File: config.mk
export PLATFORM = sky130hd
export DESIGN_NAME = regfile_wb_arbiter_flat
export DESIGN_NICKNAME = d
export VERILOG_FILES = /design/src/rtl/regfile_wb_arbiter_pkg.sv /design/src/rtl/regfile_wb_arbiter_if.sv /design/src/rtl/regfile_wb_fifo.sv /design/src/rtl/regfile_wb_arbiter.sv /design/src/flat_wrapper.sv
export SDC_FILE = /design/constraint.sdc
export NUM_CORES = 1
export LEC_CHECK = 0
export BUFFER_PORTS_ARGS = -buffer_cell sky130_fd_sc_hd__buf_2
export CORE_ASPECT_RATIO = 0.9
export CORE_MARGIN = 1.5
export CORE_UTILIZATION = 55
export DETAILED_ROUTE_END_ITERATION = 8
export PLACE_DENSITY = 0.8
export SYNTH_ARGS = -nofsm -noshare
export SYNTH_HDL_FRONTEND = slang
export SYNTH_HIERARCHICAL = 1
export SYNTH_SLANG_ARGS = --single-unit
export TNS_END_PERCENT = 30
File: constraint.sdc
create_clock -name clock -period 3.6 [get_ports clock]
set_input_delay 0.9 -clock clock [delete_from_list [all_inputs] [get_ports clock]]
set_output_delay 0.9 -clock clock [all_outputs]
set_load 0.05 [all_outputs]
File: src/rtl/regfile_wb_arbiter_pkg.sv
// Shared constants and types for the register-file writeback arbiter.
// Grant encoding names which writer owns the single write port in a cycle.
package regfile_wb_arbiter_pkg;

   localparam int DATA_W_DEF = 32;
   localparam int ADDR_W_DEF = 5;
   localparam int REG_ZERO   = 0;

   typedef enum logic [1:0] {
      GNT_NONE = 2'd0,
      GNT_PIPE = 2'd1,
      GNT_MC   = 2'd2
   } gnt_e;

   // Pointer width that stays legal for a single-entry buffer.
   function automatic int ptr_w(input int depth);
      return (depth > 1) ? $clog2(depth) : 1;
   endfunction

endpackage

File: src/rtl/regfile_wb_arbiter_if.sv
// Bundle of the writeback, multi-cycle, decode-check and register-file write signals.
// The slave side is the arbiter; the master side is everything around it.
interface regfile_wb_arbiter_if
   import regfile_wb_arbiter_pkg::*;
#(
   parameter int DATA_W = DATA_W_DEF,
   parameter int ADDR_W = ADDR_W_DEF
);

   logic              pipe_wreg;
   logic [ADDR_W-1:0] pipe_dest;
   logic [DATA_W-1:0] pipe_data;
   logic              pipe_hold;

   logic              mc_valid;
   logic              mc_ready;
   logic [ADDR_W-1:0] mc_dest;
   logic [DATA_W-1:0] mc_data;

   logic              iss_valid;
   logic [ADDR_W-1:0] iss_dest;
   logic [ADDR_W-1:0] chk_rs;
   logic [ADDR_W-1:0] chk_rt;
   logic [ADDR_W-1:0] chk_rd;
   logic              stall;

   logic              wwreg;
   logic [ADDR_W-1:0] wdestReg;
   logic [DATA_W-1:0] wbData;

   modport master (
      output pipe_wreg, pipe_dest, pipe_data,
      output mc_valid, mc_dest, mc_data,
      output iss_valid, iss_dest, chk_rs, chk_rt, chk_rd,
      input  pipe_hold, mc_ready, stall,
      input  wwreg, wdestReg, wbData
   );

   modport slave (
      input  pipe_wreg, pipe_dest, pipe_data,
      input  mc_valid, mc_dest, mc_data,
      input  iss_valid, iss_dest, chk_rs, chk_rt, chk_rd,
      output pipe_hold, mc_ready, stall,
      output wwreg, wdestReg, wbData
   );

endinterface

File: src/rtl/regfile_wb_fifo.sv
// Small circular buffer holding completed multi-cycle results until they win the write port.
// Callers must not push when full or pop when empty.
module regfile_wb_fifo
   import regfile_wb_arbiter_pkg::*;
#(
   parameter int  DATA_W = DATA_W_DEF,
   parameter int  ADDR_W = ADDR_W_DEF,
   parameter int  DEPTH  = 2,
   localparam int PTR_W  = ptr_w(DEPTH),
   localparam int CNT_W  = $clog2(DEPTH + 1)
) (
   input  logic              clock,
   input  logic              reset,
   input  logic              push,
   input  logic              pop,
   input  logic [ADDR_W-1:0] push_dest,
   input  logic [DATA_W-1:0] push_data,
   output logic [ADDR_W-1:0] head_dest,
   output logic [DATA_W-1:0] head_data,
   output logic [CNT_W-1:0]  count,
   output logic              full,
   output logic              empty
);

   localparam logic [PTR_W-1:0] LAST_PTR = PTR_W'(DEPTH - 1);

   logic [ADDR_W-1:0] dest_q [DEPTH];
   logic [ADDR_W-1:0] dest_d [DEPTH];
   logic [DATA_W-1:0] data_q [DEPTH];
   logic [DATA_W-1:0] data_d [DEPTH];
   logic [PTR_W-1:0]  head_q, head_d;
   logic [PTR_W-1:0]  tail_q, tail_d;
   logic [CNT_W-1:0]  count_q, count_d;

   function automatic logic [PTR_W-1:0] next_ptr(input logic [PTR_W-1:0] p);
      return (p == LAST_PTR) ? '0 : p + PTR_W'(1);
   endfunction

   always_comb begin
      dest_d  = dest_q;
      data_d  = data_q;
      head_d  = head_q;
      tail_d  = tail_q;
      count_d = count_q;
      if (push) begin
         dest_d[tail_q] = push_dest;
         data_d[tail_q] = push_data;
         tail_d         = next_ptr(tail_q);
      end
      if (pop) begin
         head_d = next_ptr(head_q);
      end
      case ({push, pop})
         2'b10:   count_d = count_q + CNT_W'(1);
         2'b01:   count_d = count_q - CNT_W'(1);
         default: count_d = count_q;
      endcase
   end

   always_ff @(posedge clock) begin
      if (reset) begin
         dest_q  <= '{default: '0};
         data_q  <= '{default: '0};
         head_q  <= '0;
         tail_q  <= '0;
         count_q <= '0;
      end else begin
         dest_q  <= dest_d;
         data_q  <= data_d;
         head_q  <= head_d;
         tail_q  <= tail_d;
         count_q <= count_d;
      end
   end

   assign head_dest = dest_q[head_q];
   assign head_data = data_q[head_q];
   assign count     = count_q;
   assign full      = (count_q == CNT_W'(DEPTH));
   assign empty     = (count_q == '0);

endmodule

File: src/rtl/regfile_wb_arbiter.sv
// Sole driver of the register-file write port: arbitrates pipeline writeback against buffered
// multi-cycle results, forces starved results through, and tracks pending destinations for decode.
module regfile_wb_arbiter
   import regfile_wb_arbiter_pkg::*;
#(
   parameter int DATA_W     = DATA_W_DEF,
   parameter int ADDR_W     = ADDR_W_DEF,
   parameter int MC_DEPTH   = 2,
   parameter int STARVE_MAX = 4
) (
   input logic                  clock,
   input logic                  reset,
   regfile_wb_arbiter_if.slave  bus
);

   localparam int NREG  = 1 << ADDR_W;
   localparam int CNT_W = $clog2(MC_DEPTH + 1);
   localparam int STV_W = $clog2(STARVE_MAX + 1);
   localparam logic [ADDR_W-1:0] ZERO_REG  = ADDR_W'(REG_ZERO);
   localparam logic [STV_W-1:0]  STV_LIMIT = STV_W'(STARVE_MAX);

   logic [CNT_W-1:0]  fifo_count;
   logic              fifo_full;
   logic              fifo_empty;
   logic [ADDR_W-1:0] head_dest;
   logic [DATA_W-1:0] head_data;
   logic              push;
   logic              pop;
   logic              hold;
   gnt_e              gnt;

   logic [STV_W-1:0]  starve_q, starve_d;
   logic [NREG-1:0]   busy_q, busy_d;
   logic              wwreg_q, wwreg_d;
   logic [ADDR_W-1:0] wdest_q, wdest_d;
   logic [DATA_W-1:0] wdata_q, wdata_d;

   regfile_wb_fifo #(
      .DATA_W (DATA_W),
      .ADDR_W (ADDR_W),
      .DEPTH  (MC_DEPTH)
   ) u_fifo (
      .clock     (clock),
      .reset     (reset),
      .push      (push),
      .pop       (pop),
      .push_dest (bus.mc_dest),
      .push_data (bus.mc_data),
      .head_dest (head_dest),
      .head_data (head_data),
      .count     (fifo_count),
      .full      (fifo_full),
      .empty     (fifo_empty)
   );

   assign hold = (starve_q == STV_LIMIT) && !fifo_empty;
   assign push = bus.mc_valid && !fifo_full;
   assign pop  = (gnt == GNT_MC);

   // A held pipeline forfeits the port, so its inputs are ignored that cycle.
   always_comb begin
      gnt = GNT_NONE;
      if (hold) begin
         gnt = GNT_MC;
      end else if (bus.pipe_wreg) begin
         gnt = GNT_PIPE;
      end else if (!fifo_empty) begin
         gnt = GNT_MC;
      end
   end

   always_comb begin
      wwreg_d  = 1'b0;
      wdest_d  = wdest_q;
      wdata_d  = wdata_q;
      starve_d = starve_q;
      busy_d   = busy_q;
      case (gnt)
         GNT_PIPE: begin
            if (bus.pipe_dest != ZERO_REG) begin
               wwreg_d = 1'b1;
               wdest_d = bus.pipe_dest;
               wdata_d = bus.pipe_data;
            end
            if (!fifo_empty && (starve_q != STV_LIMIT)) begin
               starve_d = starve_q + STV_W'(1);
            end
         end
         GNT_MC: begin
            if (head_dest != ZERO_REG) begin
               wwreg_d = 1'b1;
               wdest_d = head_dest;
               wdata_d = head_data;
               busy_d[head_dest] = 1'b0;
            end
            starve_d = '0;
         end
         default: begin
            wwreg_d = 1'b0;
         end
      endcase
      // Setting after clearing lets a same-edge issue win over a retiring result.
      if (bus.iss_valid && (bus.iss_dest != ZERO_REG)) begin
         busy_d[bus.iss_dest] = 1'b1;
      end
   end

   always_ff @(posedge clock) begin
      if (reset) begin
         wwreg_q  <= 1'b0;
         wdest_q  <= '0;
         wdata_q  <= '0;
         starve_q <= '0;
         busy_q   <= '0;
      end else begin
         wwreg_q  <= wwreg_d;
         wdest_q  <= wdest_d;
         wdata_q  <= wdata_d;
         starve_q <= starve_d;
         busy_q   <= busy_d;
      end
   end

   assign bus.pipe_hold = hold;
   assign bus.mc_ready  = (fifo_count < CNT_W'(MC_DEPTH));
   assign bus.stall     = busy_q[bus.chk_rs] | busy_q[bus.chk_rt] | busy_q[bus.chk_rd];
   assign bus.wwreg     = wwreg_q;
   assign bus.wdestReg  = wdest_q;
   assign bus.wbData    = wdata_q;

endmodule

File: src/flat_wrapper.sv
// flat-port wrapper written by rule: the top's interface ports become plain ports
module regfile_wb_arbiter_flat import regfile_wb_arbiter_pkg::*;
#(
   parameter int DATA_W     = DATA_W_DEF,
   parameter int ADDR_W     = ADDR_W_DEF,
   parameter int MC_DEPTH   = 2,
   parameter int STARVE_MAX = 4
)
  (clock, reset, bus_pipe_wreg, bus_pipe_dest, bus_pipe_data, bus_mc_valid, bus_mc_dest, bus_mc_data, bus_iss_valid, bus_iss_dest, bus_chk_rs, bus_chk_rt, bus_chk_rd, bus_pipe_hold, bus_mc_ready, bus_stall, bus_wwreg, bus_wdestReg, bus_wbData);
  regfile_wb_arbiter_if #(.DATA_W(DATA_W), .ADDR_W(ADDR_W)) bus_i ();
  input logic clock;
  input logic reset;
  input wire logic [$bits(bus_i.pipe_wreg)-1:0] bus_pipe_wreg;
  input wire logic [$bits(bus_i.pipe_dest)-1:0] bus_pipe_dest;
  input wire logic [$bits(bus_i.pipe_data)-1:0] bus_pipe_data;
  input wire logic [$bits(bus_i.mc_valid)-1:0] bus_mc_valid;
  input wire logic [$bits(bus_i.mc_dest)-1:0] bus_mc_dest;
  input wire logic [$bits(bus_i.mc_data)-1:0] bus_mc_data;
  input wire logic [$bits(bus_i.iss_valid)-1:0] bus_iss_valid;
  input wire logic [$bits(bus_i.iss_dest)-1:0] bus_iss_dest;
  input wire logic [$bits(bus_i.chk_rs)-1:0] bus_chk_rs;
  input wire logic [$bits(bus_i.chk_rt)-1:0] bus_chk_rt;
  input wire logic [$bits(bus_i.chk_rd)-1:0] bus_chk_rd;
  output wire logic [$bits(bus_i.pipe_hold)-1:0] bus_pipe_hold;
  output wire logic [$bits(bus_i.mc_ready)-1:0] bus_mc_ready;
  output wire logic [$bits(bus_i.stall)-1:0] bus_stall;
  output wire logic [$bits(bus_i.wwreg)-1:0] bus_wwreg;
  output wire logic [$bits(bus_i.wdestReg)-1:0] bus_wdestReg;
  output wire logic [$bits(bus_i.wbData)-1:0] bus_wbData;
  assign bus_i.pipe_wreg = bus_pipe_wreg;
  assign bus_i.pipe_dest = bus_pipe_dest;
  assign bus_i.pipe_data = bus_pipe_data;
  assign bus_i.mc_valid = bus_mc_valid;
  assign bus_i.mc_dest = bus_mc_dest;
  assign bus_i.mc_data = bus_mc_data;
  assign bus_i.iss_valid = bus_iss_valid;
  assign bus_i.iss_dest = bus_iss_dest;
  assign bus_i.chk_rs = bus_chk_rs;
  assign bus_i.chk_rt = bus_chk_rt;
  assign bus_i.chk_rd = bus_chk_rd;
  assign bus_pipe_hold = bus_i.pipe_hold;
  assign bus_mc_ready = bus_i.mc_ready;
  assign bus_stall = bus_i.stall;
  assign bus_wwreg = bus_i.wwreg;
  assign bus_wdestReg = bus_i.wdestReg;
  assign bus_wbData = bus_i.wbData;
  regfile_wb_arbiter #(.DATA_W(DATA_W), .ADDR_W(ADDR_W), .MC_DEPTH(MC_DEPTH), .STARVE_MAX(STARVE_MAX)) u_core (.clock(clock), .reset(reset), .bus(bus_i));
endmodule
* After elaboration in Yosys (flattened, before gate mapping)
Cells that the tools add are included.
Cells by class: reductions and logical operators 17, equal/unequal tests 10, magnitude comparators 11, $add $sub $neg 5, muxes and demuxes 42, bitwise logic cells 7
Operators with widths (count):
- two-way mux 32 bit | 9
- bitwise mux 64 bit | 1
- case mux 32 bit (2 select lines) | 1
- bitwise AND 32 bit | 1
- demux 32 bit (select 1 bit) | 1
- inverter 32 bit | 1
- bitwise OR 32 bit | 1
- less-than comparator 5 x 6 -> 1 bit, second input constant | 5
- two-way mux 5 bit | 6
- binary-select mux 1 bit (select 5 bit) | 3
- nonzero test 5 bit | 3
- bitwise mux 10 bit | 1
- demux 1 bit (select 5 bit) | 2
- >= comparator 5 x 1 -> 1 bit, second input constant | 2
- case mux 5 bit (2 select lines) | 1
- two-way mux 1 bit | 9
- logical AND 1 bit | 7
- equality test 2 bit, second input constant | 3
- two-way mux 2 bit | 3
- != test 2 x 1 -> 1 bit, second input constant | 3
- case mux 3 bit (2 select lines) | 1
- demux 5 bit (select 1 bit) | 1
- equality test 2 x 1 -> 1 bit, second input constant | 2
- >= comparator 2 bit, second input constant | 2
- other kinds (18) | 23
Storage, ports and cells: output and inout bits 41, register bits after elaboration 151, logic and storage cells 104

* Depth between registers and ports, before layout
Gate-level depths: netlist of the first run.
word-level depth 14, gate-level depth with buffers 11

* Cells and area by module
Netlist of the first run, hierarchy kept.
By module, submodules not included:
- regfile_wb_arbiter | area each 4012.6 µm², sequential area each 1461.4 µm², cells an instance 475, times used 1
- regfile_wb_fifo | area each 3156.8 µm², sequential area each 1561.5 µm², cells an instance 383, times used 1

* Least setup slack after synthesis of the first run
Ideal clock, no wire load.
path type input to output, from input port bus_chk_rt[0], to output port bus_stall, arrival 2.530 ns, stages 5, path slack 0.170 ns, data required time 2.700 ns, cell sequence clkbuf_1 mux4_2 o2111ai_1 nand4_1 or3_1
On the way: word-level cells in the longest chain between the ends 4
RTL lines:
- start: declaration | line flat_wrapper.sv:22 | input wire logic [$bits(bus_i.chk_rt)-1:0] bus_chk_rt;
- binary-select mux 1 bit (select 5 bit) | line regfile_wb_arbiter.sv:126 | assign bus.stall = busy_q[bus.chk_rs] | busy_q[bus.chk_rt] | busy_q[bus.chk_rd];
- two-way mux 1 bit (not written as such) | line regfile_wb_arbiter.sv:126
- bitwise OR 1 bit (2 in series) | line regfile_wb_arbiter.sv:126
- end: declaration | line flat_wrapper.sv:26 | output wire logic [$bits(bus_i.stall)-1:0] bus_stall;
No other way between the ends. The select of a mux whose other input is x is not followed.

* Final worst setup path of the first run
from input port bus_chk_rd[2], to output port bus_stall
On the way: word-level cells in the longest chain between the ends 3
RTL lines:
- start: declaration | line flat_wrapper.sv:23 | input wire logic [$bits(bus_i.chk_rd)-1:0] bus_chk_rd;
- binary-select mux 1 bit (select 5 bit) | line regfile_wb_arbiter.sv:126
- two-way mux 1 bit (not written as such) | line regfile_wb_arbiter.sv:126
- bitwise OR 1 bit | line regfile_wb_arbiter.sv:126
No other way between the ends. The select of a mux whose other input is x is not followed.

==> key figures, run 1 <==
Clock tree
  • Htree depth: 4
  • Clock Pin Slew Worst Setup and Hold Paths: roughly 0.060 ns
  • Worst-Skew Late Latency: 0.42 ns
  • Max Root-Sink Buffers: 2
  • Setup Buffers After CTS: 0
  • Root buf cell: clkbuf_16
  • TritonCTS clock tree: yes
  • CTS buffer count: 17
  • TritonCTS Sinks: ~150

Logic synthesis
  • Register area share after synthesis: 0.4216
  • Synth unique cells: 42
  • Syn Std Cell Area: between 7000 and 8000 um2
  • Gate Count Post-Synth: roughly 860
  • Syn_area_per_cell: ~8.4 um2
  • Warnings, synthesis: 6
  • Yosys reg bits: between 150 and 200
  • Syn_nets: 960

Die
  • Ports: 140
  • Die Ht: between 100 and 150 um
  • Die ar.: 13730 um2
  • Core area: ~13000 um2
  • Die width: 123.3 um
  • FP Rows: 39
  • Initial core utilization: 0.5651

Finish
  • Share of layout cells above drive strength 1: 0.2444
  • Fillers: between 1000 and 1500
  • Design area: approximately 8400 um2
  • Syn-to-layout area delta: 17.84%
  • Finished Layout Cells: 1140
  • Final #Nets: 1063

Place
  • PortBufs: around 140
  • Placed cell area: between 7000 and 8000 um2
  • Placer Congestion: about 0.93
  • Pre-CTS setup slack: roughly 0.062 ns
  • DP HPWL: between 10000 and 15000 um
  • Placed Cells: roughly 1100

Critical path
  • CP endpoint kind: output pin
  • CP Depth: 7
  • R2R Path Start: u_core/u_fifo/head_q
  • Worst EP required: ~2.7 ns
  • Reg-to-reg endpoint: u_core/bus.wbData[8]
  • CP max stage delay: 0.59 ns
  • Arrival @ worst endpoint: about 2.6 ns
  • CP cell instances: clkbuf_4 > mux4_1 > mux2i_1 > mux4_2 > nand2_1 > or3_1 > buf_4
  • Crit path launch: bus_chk_rd[2]
  • Worst reg-to-reg path cell count: 7
  • Crit-path max FO: 8
  • Crit path to: bus_stall
  • Critical path buffers and inverters: 2
  • Setup CP Type: primary input to output pin
  • Crit-path slowest cell: mux4_1
  • Setup slack, reg-to-reg: between 0.8 and 0.9 ns
  • CP Launch Type: primary input
  • CP top delay family: multiplexers

STA
  • Final min period: between 3 and 4 ns
  • Unrepaired setup endpoints after global routing: false
  • Worst-Margin Slew: about 0.68 ns
  • Setup TNS Final: 0 ns
  • Final Slew Violations: 0
  • Skew final: between 0.007 and 0.008 ns
  • Max Clk Rate: roughly 0.28 GHz
  • Hold Slack: between 0.4 and 0.5 ns
  • Final worst slack: 0.08807 ns
  • Crit share post-route: 0.9755
  • Setup violators final: 0
  • Fin. Hold Viols: 0
  • Max_slew headroom: 0.5425

Drt
  • Metal-1 WL: 8137 um
  • Routed vias/inst: around 5.7
  • Final antenna-violating net count: 0
  • Final wirelength: ~19000 um
  • Avg WL per Cell: ~17 um
  • Post-route DRC: 0
  • Pre-antenna DRT Iters: 5
  • Metal3 WL: around 1800 um
  • Met2 wire len: 8530 um
  • Vias: roughly 6500
  • Drt initial violations: ~520
  • Top sig layer: met4

Global route
  • First-pass GRT wire length: between 20000 and 30000 um
  • Vias in the first global route: around 6000
  • Initial antenna violation count: 2
  • Pin count of the biggest net entering global routing: 76
  • GRT Total Usage: 0.2801
  • Grt ovf: 0

Power and ir drop
  • Power Density: around 660 nW/um2
  • Peak supply drop: about 0.46 mV
  • Leakage: between 3 and 4 nW

Job
  • Max cap viols: 0

Hold path
  • Worst min path class: flip-flop to flip-flop

Status
  • Status: finished, final reports clean
-- where the power goes --
| part | leakage, nW | total (mW) | switching, mW | internal, mW |
|---|---|---|---|---|
| logic | 1.92 | 1.73 | 1.19 | 0.537 |
| registers | 1.24 | 2.06 | 0.154 | 1.90 |
| clock network | 0.294 | 1.75 | 0.660 | 1.09 |
-- placed cells by master (no fill, tap or decap), types with 13 or more instances in the layout --
master and count:
clkbuf_16 17, buf_2 135, o21ai_0 33, a21oi_1 107
mux4_2 13, mux2i_1 15, mux2_2 37, dfxtp_1 150
nor2_1 51, a311oi_1 38, nand2_1 263, buf_4 16
-- final cells by class --
cell class              instances  area [um2]  area share
inverters                       8       30.03    0.003555
clock inverters                 8       93.84     0.01111
multi-input cells             629        3767      0.4459
flip-flops and latches        151        3024      0.3580
repair buffers                154       830.8     0.09834
diodes                          2       5.005   0.0005924
well taps                     164       205.2     0.02429
clock buffers                  24       491.7     0.05821
-- cells in the mapped netlist --
library cell	count	area share
or3_1	2	0.0017
nand4_1	2	0.0017
o21ai_0	33	0.023
or4b_1	1	0.0014
and2_1	2	0.0017
buf_6	2	0.0031
a21o_1	1	0.0010
bufbuf_16	1	0.0045
mux4_2	13	0.041
nand4b_1	3	0.0037
a311oi_1	38	0.046
or4_1	1	0.0010
o22ai_1	1	0.00087
buf_1	6	0.0031
inv_1	8	0.0042
clkbuf_2	1	0.00070
o211ai_1	2	0.0021
nand3b_1	5	0.0052
xnor2_1	3	0.0037
nor2b_1	9	0.0079
mux2i_1	16	0.022
nor3_1	5	0.0035
buf_2	24	0.017
nand2_1	263	0.14
or2_1	1	0.00087
a21oi_1	107	0.075
o2111ai_1	2	0.0024
mux4_1	8	0.029
nand2b_1	7	0.0061
mux2_2	37	0.058
clkbuf_1	29	0.015
nor2_1	51	0.027
o211a_1	1	0.0014
nand3_1	6	0.0042
xor2_1	2	0.0024
ha_1	3	0.0052
dfxtp_1	151	0.42
buf_4	7	0.0073
o41ai_2	1	0.0023
a31oi_1	1	0.00087
or4b_2	1	0.0014
a41o_1	1	0.0014
-- worst register-to-register path: cells and delay by family (launching register included) --
kind                   cells  cell delay [ns]
and+or+nand+nor            2             0.44
AOI/OAI and AO/OA          2             0.38
buffers and inverters      1             0.57
DFF                        1             0.60
muxes                      2             0.70
-- per-layer routing --
layer	GRT usage	vias to the layer above
met2	0.4196	295
met4	0.1126	0
met1	0.3701	3032
met3	0.09671	40
met5	0	-
li1	-	3177
-- through the flow --
step,power [mW],util
after floorplan,3.393,-
after global placement,3.772,0.6187
after detailed placement,3.797,0.6187
after CTS,5.545,0.6649
after global routing,5.794,0.6657
final,5.534,0.6659
-- kinds of logic after synthesis --
group | after synthesis | synth area share
adders and majority gates | 3 | 0.005236
buffers and inverters | 78 | 0.05497
DFF | 151 | 0.4216
xor gates and xnor gates | 5 | 0.006109
and+or+nand+nor | 359 | 0.2049
AOI/OAI and AO/OA | 188 | 0.1565
muxes | 74 | 0.1506
-- how the worst min path moves through the flow --
| stage | start | end | slack [ns] | cells past startpoint |
|---|---|---|---|---|
| 4_1_cts | u_core/u_fifo/data_q[6] | u_core/u_fifo/data_q[6] | 0.45 | 2 |
| 3_5_place_dp | u_core/u_fifo/data_q[0] | u_core/u_fifo/data_q[0] | 0.45 | 2 |
| 5_1_grt | u_core/u_fifo/dest_q[8] | u_core/u_fifo/dest_q[8] | 0.46 | 2 |
| 3_3_place_gp | u_core/u_fifo/data_q[7] | u_core/u_fifo/data_q[7] | 0.44 | 2 |
| 6_report | u_core/u_fifo/data_q[2] | u_core/u_fifo/data_q[2] | 0.45 | 2 |
| 2_1_floorplan | u_core/u_fifo/data_q[0] | u_core/u_fifo/data_q[0] | 0.43 | 2 |
-- timing repair --
| item | 4_1_cts | 5_1_grt |
|---|---|---|
| hold buffers | 0 | 0 |
| resized for setup | 0 | 4 |
| setup endpoints to repair | 0 | 1 |
| hold endpoints to repair | 0 | 0 |
-- sequential cells by signal, summed over array words and instances, names as in the netlist --
register / cells
u_core/bus.wbData: 32
u_core/bus.wdestReg: 5
u_core/busy_q: 32
u_core/u_fifo/dest_q: 10
u_core/bus.wwreg: 1
u_core/u_fifo/count: 2
u_core/u_fifo/data_q: 64
u_core/starve_q: 3
u_core/u_fifo/head_q: 1
u_core/u_fifo/tail_q: 1
(Power assumes the default switching activity.)
==> run 2, diff against run 1 <==
CORE_UTILIZATION = 50   (was 55)
PLACE_DENSITY = 0.76   (was 0.8)
clock period = 3.2 ns   (was 3.6 ns; I/O delays follow)
==> run 2 against run 1 <==
Net effect:
- critical path depth unchanged
- sequential power rose by 11%
- worst hold slack worse by 0.00075 ns
- total power increased by 18%
- non-clock buffer count increased by 6
- wire length grew 0.50%
- design area up 2.4%
- global-route usage decreased by 2.0 points
- core utilization is 4.8 points lower
- via count down 1.1%
==> key figures, run 2 (synthesis gave the netlist of run 1 again) <==
STA
  • Unrepaired setup endpoints after global routing: false
  • Crit share post-route: 0.9780
  • Setup TNS Final: 0 ns
  • Worst-Margin Slew: around 0.78 ns
  • Max_slew headroom: 0.4760
  • Fin. Hold Viols: 0
  • Final min period: about 3.1 ns
  • Final Slew Violations: 0
  • Max Clk Rate: about 0.32 GHz
  • Setup violators final: 0
  • Skew final: 0.006391 ns

Clock tree
  • # hold bufs at CTS: 0
  • Htree depth: 4
  • CTS buffer count: 17
  • Clock Pin Slew Worst Setup and Hold Paths: roughly 0.06 ns
  • Max Root-Sink Buffers: 2
  • Root buf cell: clkbuf_16
  • TritonCTS Sinks: 151
  • TritonCTS clock tree: yes
  • Worst-Skew Late Latency: 0.42 ns

Finish
  • Largest register FFs: 64
  • Most frequent cells in the layout: nand2_1 (263), dfxtp_1 (150), buf_2 (133)
  • Syn-to-layout area delta: 20.68%
  • Design area: between 8000 and 9000 um2
  • Final #Nets: ~1100
  • Top reg by flops: u_core/u_fifo/data_q
  • Share of layout cells above drive strength 1: 0.2612
  • Most common cell after layout, fill and taps aside: nand2_1
  • Finished Layout Cells: 1174

Critical path
  • Crit path launch: bus_chk_rs[0]
  • Setup slack, reg-to-reg: 0.63 ns
  • CP endpoint kind: output pin
  • CP Launch Type: primary input
  • Arrival @ worst endpoint: about 2.3 ns
  • Crit path to: bus_stall
  • Setup CP Type: primary input to output pin
  • Worst reg-to-reg path cell count: 5
  • R2R Path Start: u_core/u_fifo/head_q
  • Worst EP required: 2.40 ns
  • Crit-path max FO: 4
  • Reg-to-reg endpoint: u_core/busy_q[8]

Status
  • Status: finished, final reports clean

Power and ir drop
  • Leakage: around 3.5 nW
  • Sw frac: 0.3497
  • Switching power: 2.288 mW
  • Flop pwr share: 0.351
  • Clock group share of total power: 0.345
  • Peak supply drop: approximately 0.5 mV
  • Combinational Power Share: 0.305
  • Power Density: between 700 and 800 nW/um2
  • Total power: around 6.5 mW
  • Int Power: between 4 and 5 mW

Drt
  • Final wirelength: 19050 um
  • Pre-antenna DRT Iters: 5
  • Vias: ~6500
  • Avg WL per Cell: 16.23 um
  • Final antenna-violating net count: 0
  • Post-route DRC: 0
  • Routed vias/inst: ~5.5
  • Drt initial violations: 677

Die
  • Ports: 140
  • Die ar.: 15070 um2
  • Die width: 129.2 um
  • Core area: 14000 um2
  • Die Ht: between 100 and 150 um
  • FP Rows: 41
  • Initial core utilization: 0.5119

Hold path
  • Worst min path class: flip-flop to flip-flop

Global route
  • Grt ovf: 0
  • Vias in the first global route: 6000
  • Initial antenna violation count: 2
  • Pin count of the biggest net entering global routing: 73
  • GRT Total Usage: 0.2602
  • First-pass GRT wire length: 30400 um

Place
  • PortBufs: 139
  • Placer Congestion: between 0.9 and 1
  • DP HPWL: between 10000 and 15000 um
  • Placed cell area: 7961 um2
  • Placed Cells: ~1100

Job
  • Max cap viols: 0
run 2: worst min-delay path by stage:
| stage | start | to | slack [ns] | cells after the start |
|---|---|---|---|---|
| after floorplan | u_core/u_fifo/data_q[0] | u_core/u_fifo/data_q[0] | 0.43 | 2 |
| after global placement | u_core/u_fifo/data_q[22] | u_core/u_fifo/data_q[22] | 0.44 | 2 |
| after detailed placement | u_core/u_fifo/data_q[52] | u_core/u_fifo/data_q[52] | 0.44 | 2 |
| after CTS | u_core/u_fifo/data_q[52] | u_core/u_fifo/data_q[52] | 0.45 | 2 |
| after global routing | u_core/u_fifo/data_q[26] | u_core/u_fifo/data_q[26] | 0.47 | 2 |
| final | u_core/u_fifo/data_q[52] | u_core/u_fifo/data_q[52] | 0.45 | 2 |
run 2: area by class of cell:
type	count	area, um2
tap	193	241.5
sequential	151	3024
clock buffer	19	442.9
antenna	1	2.502
clock inverter	13	225.2
timing repair buffer	160	937.1
fill	1239	5353
inverter	8	30.03
multi-input combinational	629	3749
run 2: critical path, cell delays in order:
cell     delay, ns
buf_4         0.12
buf_6         0.11
mux4_2        0.47
mux2i_1       0.16
o22ai_1       0.12
or3_4         0.38
buf_8         0.16
run 2: metal layers:
metal,GRT usage,share of wire
met5,0,0.00063
met4,0.08464,0.014
met3,0.07100,0.087
met2,0.4113,0.46
met1,0.3469,0.44
run 2: power by group through the flow:
stage / Combinational [mW] / Clock, mW / Sequential, mW
global placement: 1.95 / 0 / 2.32
global route: 2.17 / 2.37 / 2.33
detailed placement: 1.97 / 0 / 2.33
CTS: 1.99 / 2.28 / 2.29
floorplan: 1.09 / 0 / 2.73
finish: 1.99 / 2.25 / 2.29
run 2: through the flow:
stage	util	hold WS, ns	worst slack, ns
global route	0.6178	0.4715	0.01058
CTS	0.6162	0.4523	0.01452
global placement	0.5685	0.4382	-0.08571
detailed placement	0.5685	0.4439	-0.1101
finish	0.6178	0.4503	0.07032
floorplan	-	0.4329	0.07230
run 2: what timing repair did:
| item | in CTS | in global routing |
|---|---|---|
| pin swaps | 0 | 3 |
| setup endpoints to repair | 1 | 1 |
| buffers inserted | 0 | 0 |
| cloned | 0 | 0 |
| gates resized for setup | 11 | 13 |
==> run 3, diff against run 2 <==
ABC_AREA = 1   (was default)
SYNTH_HIERARCHICAL = default   (was 1)
==> run 3 against run 2 <==
Net effect:
- via count is 20% higher
- maximum frequency grew 5.7%
- clock-buffer cell count decreased by 1
- non-clock buffer count is 6 lower
- die area is 3.7% higher
- combinational power shrank 40%
- sequential share of layout area decreased by 0.62 points
- area after synthesis up 3.8%
- critical endpoint unchanged
- synthesized cell count increased by 34%
- worst hold slack worse by 0.013 ns
- sequential power is 6% lower
- highest routed layer is now met4
==> key figures, run 3 <==
Clock tree
  • Root buf cell: clkbuf_16
  • # hold bufs at CTS: 0
  • Setup Buffers After CTS: 0
  • Worst-Skew Late Latency: roughly 0.42 ns
  • Htree depth: 4
  • CTS buffer count: 17
  • Max Root-Sink Buffers: 2
  • TritonCTS clock tree: yes
  • Clock Pin Slew Worst Setup and Hold Paths: roughly 0.06 ns
  • TritonCTS Sinks: around 150
  • Resized cells post-CTS: 0

Global route
  • Pin count of the biggest net entering global routing: 73
  • Grt ovf: 0
  • GRT Total Usage: 0.2852
  • Initial antenna violation count: 3
  • Vias in the first global route: around 7300
  • First-pass GRT wire length: between 30000 and 40000 um

Place
  • Placer Congestion: 0.9713
  • Pre-CTS setup slack: about 0.24 ns
  • PortBufs: approximately 140
  • DP HPWL: 14400 um

STA
  • Final worst slack: 0.2388 ns
  • Final Slew Violations: 0
  • Worst-Margin Slew: about 0.70 ns
  • Setup violators final: 0
  • Setup TNS Final: 0 ns
  • Crit share post-route: 0.9254
  • Skew final: 0.01358 ns
  • Unrepaired setup endpoints after global routing: false
  • Fin. Hold Viols: 0
  • Final min period: 2.961 ns
  • Hold Slack: roughly 0.44 ns
  • Max Clk Rate: roughly 0.34 GHz
  • Max_slew headroom: 0.5355

Logic synthesis
  • Gate Count Post-Synth: roughly 1100
  • Top cells by count, synth: nand2_1 (223), nor2_1 (203), o21ai_0 (181)
  • Compound-Gate Fraction of Synth Area: 0.2120
  • Count leader, synth: nand2_1
  • Adder-cell area share of the yosys netlist: 0.008408
  • Fraction of registers with async set/reset: 0
  • Largest family of logic cells by synthesized area: simple AND/OR/NAND/NOR gates
  • XOR/XNOR Fraction of Synth Area: 0
  • Warnings, synthesis: 0
  • Synth top area share: 0.4063
  • Synth area leaders: dfxtp_1 (41%), o21ai_0 (12%), nand2_1 (11%), nor2_1 (10%), a21oi_1 (5.4%)
  • Syn Std Cell Area: about 7400 um2
  • Number of flops mapped to enable cells by yosys: 0
  • Syn_nets: roughly 1300
  • Post-synthesis mux area share: 0
  • Syn_area_per_cell: 6.476 um2
  • Synth unique cells: 29
  • Register area share after synthesis: 0.4063
  • Cell taking the most area after synthesis: dfxtp_1
  • Post-Synth Simple-Gate Area: 0.2808
  • Yosys reg bits: 151
  • Most used DFF post-synth: dfxtp_1

Power and ir drop
  • Int Power: about 3.6 mW
  • Power Density: 612.9 nW/um2
  • Peak supply drop: 0.5025 mV
  • Switching power: 1.776 mW
  • Combinational Power Share: 0.221
  • Clock group share of total power: 0.379
  • Flop pwr share: 0.400
  • Leakage: about 3.9 nW
  • Sw frac: 0.3292

Finish
  • Top reg by flops: u_core.u_fifo.data_q
  • Final #Nets: 1359
  • Share of layout cells above drive strength 1: 0.1594
  • Syn-to-layout area delta: 18.31%
  • Largest register FFs: 64
  • Most frequent cells in the layout: nand2_1 (223), nor2_1 (202), o21ai_0 (181)
  • Most common cell after layout, fill and taps aside: nand2_1
  • Fillers: about 1400

Drt
  • Avg WL per Cell: ~15 um
  • Post-route DRC: 0
  • Final antenna-violating net count: 0
  • Pre-antenna DRT Iters: 5
  • Vias: 7785
  • Final wirelength: 21580 um
  • Routed vias/inst: about 5.3
  • Drt initial violations: between 600 and 700

Status
  • Status: finished, final reports clean

Critical path
  • Crit-path max FO: 20
  • Worst EP required: 2.40 ns
  • CP Launch Type: primary input
  • CP endpoint kind: output pin
  • Setup CP Type: primary input to output pin
  • Arrival @ worst endpoint: about 2.2 ns
  • Setup slack, reg-to-reg: 0.74 ns

Die
  • Ports: 140
  • Initial core utilization: 0.5093
  • Core area: about 15000 um2
  • Die width: 131.6 um
  • Die ar.: ~16000 um2
  • FP Rows: 42
  • Die Ht: between 100 and 150 um

Job
  • Max cap viols: 0

Hold path
  • Worst min path class: flip-flop to flip-flop
-- run 3: critical path, cell delays in order --
cell and delay, ns:
buf_2 0.28, inv_1 0.25, nand2_1 0.13, nand3_1 0.07, nand3_1 0.09, nand3_1 0.08, nand3_1 0.08, nand2_1 0.07
nand3_1 0.06, buf_2 0.25
-- run 3: metrics by stage --
step | instance area (um2) | cells | utilization | power [mW]
2_1_floorplan | 7441 | 1149 | - | 3.085
3_3_place_gp | 8197 | 1434 | 0.5611 | 3.364
3_5_place_dp | 8197 | 1434 | 0.5611 | 3.379
4_1_cts | 8796 | 1465 | 0.6021 | 5.405
5_1_grt | 8798 | 1466 | 0.6023 | 5.646
6_report | 8803 | 1468 | 0.6026 | 5.396
-- run 3: power groups by stage --
stage | Sequential (mW) | Combinational [mW] | Clock [mW]
global placement | 2.19 | 1.17 | 0
global route | 2.18 | 1.32 | 2.14
finish | 2.16 | 1.19 | 2.04
floorplan | 2.45 | 0.633 | 0
CTS | 2.16 | 1.19 | 2.06
detailed placement | 2.20 | 1.18 | 0
-- run 3: logic make-up after synthesis --
| family | Yosys count |
|---|---|
| and+or+nand+nor | 517 |
| AOI/OAI and AO/OA | 311 |
| buffers and inverters | 165 |
| DFF | 151 |
| adders and majority gates | 5 |
-- run 3: final timing paths --
path | to | cells past startpoint | start
setup / recovery | bus_stall | 10 | bus_chk_rd[0]
hold / removal | u_core.u_fifo.data_q[35] | 2 | u_core.u_fifo.data_q[35]
setup reg to reg | u_core.starve_q[0] | 11 | u_core.starve_q[0]
hold reg to reg | u_core.u_fifo.data_q[35] | 2 | u_core.u_fifo.data_q[35]
-- run 3: cell type report --
type	instances	area (um2)	share of cell area
repair buffers	154	820.8	0.09323
clock inverters	13	170.2	0.01933
well taps	198	247.7	0.02814
diodes	3	7.507	0.0008528
multi-input cells	833	3737	0.4245
flip-flops and latches	151	3023	0.3434
inverters	98	367.9	0.04179
clock buffers	18	429.2	0.04875
-- run 3: layer usage --
metal  routed length (um)  part of all wire  GRT usage
met4                  466             0.022    0.08542
met1                 9592              0.44     0.3809
met5                    0                 0          0
met2                 9496              0.44     0.4487
met3                 2027             0.094    0.08022
